### config.mk
export PLATFORM = sky130hd
export DESIGN_NAME = wb_commit_stage
export DESIGN_NICKNAME = d
export VERILOG_FILES = /design/src/rtl/drac_pkg.sv /design/src/rtl/wb_fifo.sv /design/src/rtl/wb_commit_stage.sv
export SDC_FILE = /design/constraint.sdc
export NUM_CORES = 1
export LEC_CHECK = 0
export ABC_AREA = 1
export CAP_MARGIN = 20
export CORE_MARGIN = 1
export CORE_UTILIZATION = 30
export CTS_CLUSTER_SIZE = 12
export DETAILED_ROUTE_END_ITERATION = 16
export GPL_TIMING_DRIVEN = 1
export PLACE_DENSITY = 0.51
export SLEW_MARGIN = 0
export SYNTH_ARGS = -nofsm -noshare
export SYNTH_HDL_FRONTEND = slang
export SYNTH_SLANG_ARGS = --single-unit
### constraint.sdc
create_clock -name clk_i -period 9.9 [get_ports clk_i]
set_input_delay 1.485 -clock clk_i [delete_from_list [all_inputs] [get_ports clk_i]]
set_output_delay 1.485 -clock clk_i [all_outputs]
set_load 0.005 [all_outputs]
### src/rtl/drac_pkg.sv
// Shared types for the writeback/commit stage.
// Entry layout buffered between EXE and retirement.
package drac_pkg;

  localparam int XLEN    = 64;
  localparam int PC_W    = 40;
  localparam int CAUSE_W = 4;

  typedef struct packed {
    logic [4:0]         rd;
    logic               we;
    logic [XLEN-1:0]    result;
    logic [PC_W-1:0]    pc;
    logic               xcpt;
    logic [CAUSE_W-1:0] cause;
  } wb_entry_t;

  typedef enum logic {
    WB_RUN,
    WB_XCPT
  } wb_state_t;

endpackage

### src/rtl/wb_fifo.sv
// Circular buffer of commit entries with flush and a
// two-port youngest-first bypass search.
module wb_fifo
  import drac_pkg::*;
#(
  parameter int DEPTH = 4
) (
  input  logic            clk_i,
  input  logic            rst_i,
  input  logic            flush_i,
  input  logic            push_i,
  input  logic            pop_i,
  input  wb_entry_t       din_i,
  output wb_entry_t       head_o,
  output logic            empty_o,
  output logic            full_o,
  input  logic [4:0]      addr1_i,
  input  logic [4:0]      addr2_i,
  output logic            hit1_o,
  output logic            hit2_o,
  output logic [XLEN-1:0] data1_o,
  output logic [XLEN-1:0] data2_o
);

  localparam int AW = $clog2(DEPTH);
  localparam logic [AW:0] ONE = {{AW{1'b0}}, 1'b1};

  wb_entry_t   mem_q [DEPTH];
  logic [AW:0] wptr_q;
  logic [AW:0] rptr_q;
  logic [AW:0] cnt;

  assign cnt     = wptr_q - rptr_q;
  assign empty_o = (wptr_q == rptr_q);
  assign full_o  = (wptr_q[AW] != rptr_q[AW]) &&
                   (wptr_q[AW-1:0] == rptr_q[AW-1:0]);
  assign head_o  = mem_q[rptr_q[AW-1:0]];

  always_ff @(posedge clk_i) begin
    if (rst_i || flush_i) begin
      wptr_q <= '0;
      rptr_q <= '0;
    end else begin
      if (push_i && !full_o) begin
        mem_q[wptr_q[AW-1:0]] <= din_i;
        wptr_q <= wptr_q + ONE;
      end
      if (pop_i && !empty_o) begin
        rptr_q <= rptr_q + ONE;
      end
    end
  end

  function automatic logic match(wb_entry_t e, logic [4:0] a);
    return (a != 5'd0) && (e.rd == a) && e.we && !e.xcpt;
  endfunction

  // Walk oldest to youngest so the last match (youngest) sticks.
  always_comb begin
    hit1_o  = 1'b0;
    hit2_o  = 1'b0;
    data1_o = '0;
    data2_o = '0;
    for (int i = 0; i < DEPTH; i++) begin
      if ((AW+1)'(i) < cnt) begin
        if (match(mem_q[rptr_q[AW-1:0] + AW'(i)], addr1_i)) begin
          hit1_o  = 1'b1;
          data1_o = mem_q[rptr_q[AW-1:0] + AW'(i)].result;
        end
        if (match(mem_q[rptr_q[AW-1:0] + AW'(i)], addr2_i)) begin
          hit2_o  = 1'b1;
          data2_o = mem_q[rptr_q[AW-1:0] + AW'(i)].result;
        end
      end
    end
  end

endmodule

### src/rtl/wb_commit_stage.sv
// In-order writeback/commit: buffers EXE results, retires
// one per cycle, raises exceptions at commit, serves bypass.
module wb_commit_stage
  import drac_pkg::*;
#(
  parameter int DEPTH = 4
) (
  input  logic               clk_i,
  input  logic               rst_i,
  input  logic               flush_i,
  input  logic               exe_valid_i,
  output logic               exe_ready_o,
  input  logic [4:0]         exe_rd_i,
  input  logic               exe_we_i,
  input  logic [XLEN-1:0]    exe_result_i,
  input  logic [PC_W-1:0]    exe_pc_i,
  input  logic               exe_xcpt_i,
  input  logic [CAUSE_W-1:0] exe_cause_i,
  output logic               rf_we_o,
  output logic [4:0]         rf_waddr_o,
  output logic [XLEN-1:0]    rf_wdata_o,
  output logic               commit_valid_o,
  output logic [PC_W-1:0]    commit_pc_o,
  output logic               xcpt_valid_o,
  output logic [PC_W-1:0]    xcpt_pc_o,
  output logic [CAUSE_W-1:0] xcpt_cause_o,
  input  logic               xcpt_ack_i,
  input  logic [4:0]         byp_addr1_i,
  input  logic [4:0]         byp_addr2_i,
  output logic               byp_hit1_o,
  output logic               byp_hit2_o,
  output logic [XLEN-1:0]    byp_data1_o,
  output logic [XLEN-1:0]    byp_data2_o,
  output logic [63:0]        instret_o
);

  wb_state_t          state_q;
  logic               rf_we_q;
  logic [4:0]         rf_waddr_q;
  logic [XLEN-1:0]    rf_wdata_q;
  logic               commit_valid_q;
  logic [PC_W-1:0]    commit_pc_q;
  logic               xcpt_valid_q;
  logic [PC_W-1:0]    xcpt_pc_q;
  logic [CAUSE_W-1:0] xcpt_cause_q;
  logic [63:0]        instret_q;

  wb_entry_t       din;
  wb_entry_t       head;
  logic            empty;
  logic            full;
  logic            run;
  logic            push;
  logic            pop;
  logic            kill;
  logic            fhit1;
  logic            fhit2;
  logic [XLEN-1:0] fdata1;
  logic [XLEN-1:0] fdata2;
  logic            rhit1;
  logic            rhit2;

  assign din = '{rd: exe_rd_i, we: exe_we_i,
                 result: exe_result_i, pc: exe_pc_i,
                 xcpt: exe_xcpt_i, cause: exe_cause_i};

  assign run         = (state_q == WB_RUN);
  assign exe_ready_o = run && !full && !rst_i;
  assign push        = exe_valid_i && exe_ready_o;
  assign pop         = run && !empty && !flush_i;
  // A faulting head also kills anything enqueued alongside it.
  assign kill        = flush_i || (pop && head.xcpt);

  wb_fifo #(.DEPTH(DEPTH)) u_fifo (
    .clk_i   (clk_i),
    .rst_i   (rst_i),
    .flush_i (kill),
    .push_i  (push),
    .pop_i   (pop),
    .din_i   (din),
    .head_o  (head),
    .empty_o (empty),
    .full_o  (full),
    .addr1_i (byp_addr1_i),
    .addr2_i (byp_addr2_i),
    .hit1_o  (fhit1),
    .hit2_o  (fhit2),
    .data1_o (fdata1),
    .data2_o (fdata2)
  );

  always_ff @(posedge clk_i) begin
    if (rst_i) begin
      state_q        <= WB_RUN;
      rf_we_q        <= 1'b0;
      rf_waddr_q     <= '0;
      rf_wdata_q     <= '0;
      commit_valid_q <= 1'b0;
      commit_pc_q    <= '0;
      xcpt_valid_q   <= 1'b0;
      xcpt_pc_q      <= '0;
      xcpt_cause_q   <= '0;
      instret_q      <= '0;
    end else begin
      rf_we_q        <= 1'b0;
      commit_valid_q <= 1'b0;
      if (flush_i) begin
        state_q <= state_q;
      end else if (pop) begin
        if (head.xcpt) begin
          xcpt_valid_q <= 1'b1;
          xcpt_pc_q    <= head.pc;
          xcpt_cause_q <= head.cause;
          state_q      <= WB_XCPT;
        end else begin
          commit_valid_q <= 1'b1;
          commit_pc_q    <= head.pc;
          rf_we_q        <= head.we && (head.rd != 5'd0);
          rf_waddr_q     <= head.rd;
          rf_wdata_q     <= head.result;
          instret_q      <= instret_q + 64'd1;
        end
      end else if (!run && xcpt_ack_i) begin
        xcpt_valid_q <= 1'b0;
        state_q      <= WB_RUN;
      end
    end
  end

  // The output register is the oldest bypass source.
  assign rhit1 = rf_we_q && (rf_waddr_q == byp_addr1_i);
  assign rhit2 = rf_we_q && (rf_waddr_q == byp_addr2_i);

  assign byp_hit1_o  = fhit1 || rhit1;
  assign byp_hit2_o  = fhit2 || rhit2;
  assign byp_data1_o = fhit1 ? fdata1 : (rhit1 ? rf_wdata_q : '0);
  assign byp_data2_o = fhit2 ? fdata2 : (rhit2 ? rf_wdata_q : '0);

  assign rf_we_o        = rf_we_q;
  assign rf_waddr_o     = rf_waddr_q;
  assign rf_wdata_o     = rf_wdata_q;
  assign commit_valid_o = commit_valid_q;
  assign commit_pc_o    = commit_pc_q;
  assign xcpt_valid_o   = xcpt_valid_q;
  assign xcpt_pc_o      = xcpt_pc_q;
  assign xcpt_cause_o   = xcpt_cause_q;
  assign instret_o      = instret_q;

endmodule
# After elaboration in Yosys (flattened, before gate mapping)
# Memories as Yosys holds them, arrays and structs flattened. A register that Yosys moved wholly into a read port is not among the register bits.
# Cells that the tools add are included.
dict set report word_totals {
  regBits 226
  ramBits 460
  input_bits 130
  wordCells 144
  n_memories 1
}
# memory depth width read_ports rd_clocked_by_memory_dff wr line
set memory_table {}
lappend memory_table {u_fifo.mem_q 4 115 4 1 1 wb_fifo.sv:28} ;# wb_entry_t mem_q [DEPTH];
dict set report classes {
  addsub 7
  order_cmp 4
  n_eq_ne 14
  muxes 45
  bitwise_logic 4
  n_reduce_logical 58
}
# operator n
set ops {}
lappend ops {{$mux 64} 20}
lappend ops {{$add 64x1->64 const B} 1}
lappend ops {{$eq 5x5->1} 10}
lappend ops {{$logic_and 1x1->1} 37}
lappend ops {{$mux 1} 23}
lappend ops {{$reduce_bool 5->1} 3}
lappend ops {{$reduce_and 3->1} 3}
lappend ops {{$logic_not 1->1} 8}
lappend ops {{$add 3x1->3 const B} 2}
lappend ops {{$lt 1x3->1 const A} 2}
lappend ops {{$lt 2x3->1 const A} 2}
lappend ops {{$add 2x2->2 const B} 2}
lappend ops {{$logic_or 1x1->1} 4}
lappend ops {{$mux 2} 2}
lappend ops {{$not 1->1} 4}
lappend ops {{$reduce_or 4->1} 1}
lappend ops {{$eq 3x3->1} 1}
lappend ops {{$reduce_or 3->1} 1}
lappend ops {{$sub 3x3->3} 1}
lappend ops {{$add 2x1->2 const B} 1}
lappend ops {{$eq 2x2->1} 1}
lappend ops {{$ne 2x2->1 const B} 1}
lappend ops {{$reduce_bool 2->1} 1}
lappend ops {{$ne 1x1->1} 1}

# Longest topological paths before layout
dict set report depth {
  word_depth 13
  depth_mapped 19
}

# By module
# Synthesis repeated with hierarchy kept, for this count alone.
dict set report unflattened {
  cells_unflattened 5640
  area_unflattened_um2 40182.3
}
# mod n_inst cells_per_inst area_each_um2
set by_module_without_submodules {}
lappend by_module_without_submodules {wb_fifo 1 3883 29318.1}
lappend by_module_without_submodules {wb_commit_stage 1 1757 10864.2}

# Least setup slack after synthesis
# Ideal clock, no wire load.
dict set report synth_timing {
  path_kind {input-to-reg}
  from {in rst_i}
  to {mem u_fifo.mem_q[3][0] (netlist bit), enable pin}
  setup_time_ns 0.731
  arrival_ns 10.106
  required_ns 9.169
  setup_slack_ns -0.937
  path_stages 8
  path_buffers 1
  cell_sequence {clkbuf_1 -> inv_1 -> nand2_1 -> a31oi_1 -> nand2_1 -> inv_1 -> nand2_1 -> nor3_1}
}
dict set report synth_between {
  elab_chain_cells 7
  word_cells_on_any_way 8
}
# element line
set synth_rtl {}
lappend synth_rtl {{from (decl)} wb_commit_stage.sv:9} ;# input logic rst_i,
lappend synth_rtl {{$logic_not 1->1} wb_commit_stage.sv:68} ;# assign exe_ready_o = run && !full && !rst_i;
lappend synth_rtl {{$logic_and 1x1->1} wb_commit_stage.sv:68}
lappend synth_rtl {{net exe_ready_o} wb_commit_stage.sv:12} ;# output logic exe_ready_o,
lappend synth_rtl {{$logic_and 1x1->1} wb_commit_stage.sv:69} ;# assign push = exe_valid_i && exe_ready_o;
lappend synth_rtl {{$logic_and 1x1->1} wb_fifo.sv:44} ;# if (push_i && !full_o) begin
lappend synth_rtl {{$mux 1} wb_fifo.sv:44}
lappend synth_rtl {{$mux 1} wb_fifo.sv:40} ;# if (rst_i || flush_i) begin
lappend synth_rtl {{$mux 1 (implied by the code)} wb_fifo.sv:45} ;# mem_q[wptr_q[AW-1:0]] <= din_i;
lappend synth_rtl {{to (decl)} wb_fifo.sv:28}
# The timed path passes the listed nets, and every way through them passes these cells.

# Worst setup path in the final report
dict set report layout_timing {
  from {reg u_fifo.rptr_q[0]}
  to {out byp_data1_o[56]}
}
dict set report layout_between {
  elab_chain_cells 13
  word_cells_on_any_way 39
}
# element line
set layout_rtl {}
lappend layout_rtl {{from (decl)} wb_fifo.sv:30} ;# logic [AW:0] rptr_q;
lappend layout_rtl {{from (signal assigned)} wb_fifo.sv:49} ;# rptr_q <= rptr_q + ONE;
lappend layout_rtl {{$add 2x1->2} {wb_fifo.sv:66, wb_fifo.sv:68}}
lappend layout_rtl {{$mem_v2 4x115} n/a}
lappend layout_rtl {{$eq 5x5->1} wb_fifo.sv:55} ;# return (a != 5'd0) && (e.rd == a) && e.we && !e.xcpt;
lappend layout_rtl {{$logic_and 1x1->1 (3 in a row)} wb_fifo.sv:55}
lappend layout_rtl {{$mux 64 or $mux 1 (tied branches)} wb_fifo.sv:66} ;# if (match(mem_q[rptr_q[AW-1:0] + AW'(i)], addr1_i)) begin
lappend layout_rtl {{$mux 64 or $mux 1 (tied branches)} wb_fifo.sv:65} ;# if ((AW+1)'(i) < cnt) begin
lappend layout_rtl {{$mux 64 or $mux 1 (tied branches)} wb_fifo.sv:66}
lappend layout_rtl {{$mux 64 or $mux 1 (tied branches)} wb_fifo.sv:65}
lappend layout_rtl {{$mux 64 or $mux 1 (tied branches)} wb_fifo.sv:66}
lappend layout_rtl {{$mux 64 or $mux 1 (tied branches)} wb_fifo.sv:65}
lappend layout_rtl {{$mux 64 (*)} wb_commit_stage.sv:136} ;# assign byp_data1_o = fhit1 ? fdata1 : (rhit1 ? rf_wdata_q : '0);
lappend layout_rtl {{to (decl)} wb_commit_stage.sv:32} ;# output logic [XLEN-1:0] byp_data1_o,
# Every way passes the cells marked *; elsewhere a longest branch is shown, timed or not.

==> metrics.txt <==
crit path capture type output pin; Final #Nets 5768; VDD IR max 0.119 mV; Final Hold Vio Count 0; core area 132000 sq um; Initial Util 30.4%; share of layout cells above drive strength 1 4.26%; hpwl dp 101000 um; CTS root buf clkbuf_16; initial drt markers 3817; crit path max fanout 66; setup violators final 0; DP Worst Slack 2470 ps; Cell Area, Synth 40100 sq um; # IOs 481; crit path kind reg2out; initial antenna violation count 24; total of max-cap violations 0; clock buffer depth 3; skew final 36.1 ps; Via-to-Cell Ratio 5.26; DRC Markers 0; Post-synth EDFFs 460; status complete, no violations; Syn Area/Cell 7.44 sq um; Synth Instances 5394; Startpoint Class register; Placer Congestion 0.907; Rows 133; f_max 125 MHz; Skew-Pair Late Insertion Delay 680 ps; Tcrit/Tclk final 80.8%; Post-CTS Hold Buffers 0; Detailed Routing Iterations Pass 1 6; post-synth top area cell edfxtp_1; Post-CTS Resized 0; Vias 39200; RSZ-0062 raised after global routing false; Synth cell types 46; busiest grt layer met2; vias in the first global route 36200; Syn. warnings 0; Crit path arrival time 6510 ps; worst slew pin tran 1160 ps; post-CTS setup buffers 0; Post-DRT Antenna Nets 0; fill count 13700; TNS Setup 0 ps; CTS tree built; worst rel slew slack 22.6%; Die ar. 135000 sq um; H-Tree Level Count 3; Yosys top cell area share 34.4%; pin count of the biggest net entering global routing 211; clk slew on worst S/H paths 60 ps; global-route wire length before repair 237000 um; Wirelength per Cell 21.5 um; area of the multi-input gates 18200 sq um; clk sinks 688; top cells by area, synth edfxtp_1, nand2_1, dfxtp_1; syn nets 5533; Final Util 37.1%; met2 Usage GRT 36.8%; Synth Flop Type edfxtp_1; total grt overflow 0; Setup WS post-layout 1900 ps; clock period minus worst slack 8000 ps; Die Wd 368 um; met1 Track Usage GR 30.6%; number of synthesized register bits 688; post-synthesis sequential area ratio 45.8%; register area 18400 sq um; cts bufs inserted 86; P_leak 0.0183 uW; Async SR Flop Fraction 0%; GRT met3 Usage 5.28%; WL final 161000 um; port bufs 480; required time of the critical path 8420 ps; min-delay worst type reg2reg; pwr dens 141 nW/um^2; GRT Util Overall 22.9%; die height 368 um; Slew Viols, Final 0; synthesis-to-layout area growth 22.3%
## sequential cells by signal, summed over array words and instances (netlist names), named ones only
name            flops
u_fifo.mem_q      460
instret_o          64
rf_wdata_o         64
commit_pc_o        40
xcpt_pc_o          40
rf_waddr_o          5
xcpt_cause_o        4
u_fifo.rptr_q       3
u_fifo.wptr_q       3
commit_valid_o      1
rf_we_o             1
xcpt_valid_o        1
## layout make-up
type | instances | area share [%]
diodes | 6 | 0.0306
flip-flops and latches | 688 | 37.5
inverters | 490 | 3.80
well taps | 1755 | 4.47
clock inverters | 44 | 1.36
multi-input cells | 3826 | 37.1
repair buffers | 537 | 10.8
clock buffers | 118 | 5.01
## kinds of logic (layout without fill, tap and decap cells)
logic type               Yosys count  in the layout  synth area share [%]
XOR/XNOR                          53             53                  1.16
flip-flops                       688            688                  45.8
adder cells (fa/ha/maj)            9              9                 0.299
multiplexers                      64             64                  1.60
other                              0              6                     0
AO/OA/AOI/OAI                   1132           1132                  15.3
AND/OR/NAND/NOR                 2568           2568                  26.6
buffers and inverters            880           1189                  9.26
## critical path, stage by stage, from the launching register on
cell             delay (ps)
dfxtp_4                 810
ha_4                    800
inv_4                   390
nand3_1                 280
nand2_1                  90
nand2_1                  70
nand3_1                 170
nor2_4                  630
nand2_2                 750
buf_4                   590
nand3_1                 170
nand2_1                  70
nand2_1                  50
nand3_1                 280
clkdlybuf4s50_1         570
## layer usage
metal	up-vias	routed length, um
met5	-	161
met4	28	3940
met3	286	15000
met2	1719	72900
met1	18600	68900
li1	18600	-
## stage by stage
stage / hold WS [ps] / power, uW / cells / instance area, sq um
after global placement: 487 / 3550 / 7293 / 45900
final: 498 / 6940 / 7464 / 49100
after CTS: 502 / 7020 / 7458 / 49100
after detailed placement: 489 / 3550 / 7296 / 45900
after global routing: 525 / 7160 / 7459 / 49100
after floorplan: 470 / 3350 / 5394 / 40100
## placed cells by master (no fill, tap or decap), types with 4 or more instances in the layout
cell,instances
nor2_4,12
clkbuf_8,8
edfxtp_1,460
inv_2,9
a32o_1,40
o21ai_1,72
buf_12,5
nand2_1,1225
o21ai_0,622
a21oi_1,249
o22ai_1,67
clkinv_1,7
mux2i_1,64
nor2_1,589
bufinv_16,13
a211oi_1,65
xnor2_1,16
clkbuf_16,91
nand3b_1,4
nor3_1,44
nand4_1,23
diode_2,6
dfxtp_1,225
nand3_1,646
clkdlybuf4s50_1,479
a31oi_1,10
xor2_1,37
clkinv_2,12
buf_4,53
ha_1,7
clkbuf_1,19
inv_1,475
## power by group
part           switching (uW)  internal, uW
registers                24.8          3100
logic                     235           140
clock network            1350          2100
## final timing paths
check                    from                  end  slack [ps]  depth (start not counted)
min            rf_wdata_o[27]       rf_wdata_o[27]         500                          2
max reg2reg  u_fifo.rptr_q[1]  u_fifo.mem_q[2][98]        4470                         11
min reg2reg    rf_wdata_o[27]       rf_wdata_o[27]         500                          2
max          u_fifo.rptr_q[0]      byp_data1_o[56]        1900                         14
## synthesized netlist by cell type (all sizes together) (3+ instances only)
cell type     n
buf         217
nor2        604
a32o         40
edfxtp      460
dfxtp       228
xnor2        16
and2          3
ha            8
inv         490
xor2         37
nor4          3
clkbuf      173
o22ai        67
a21oi       251
nand3b        4
nand2      1231
nand4        23
a211oi       65
a31oi        10
nor3         46
and3          3
mux2i        64
nand3       649
o21ai       694
Power figures use the tool's default switching activity.
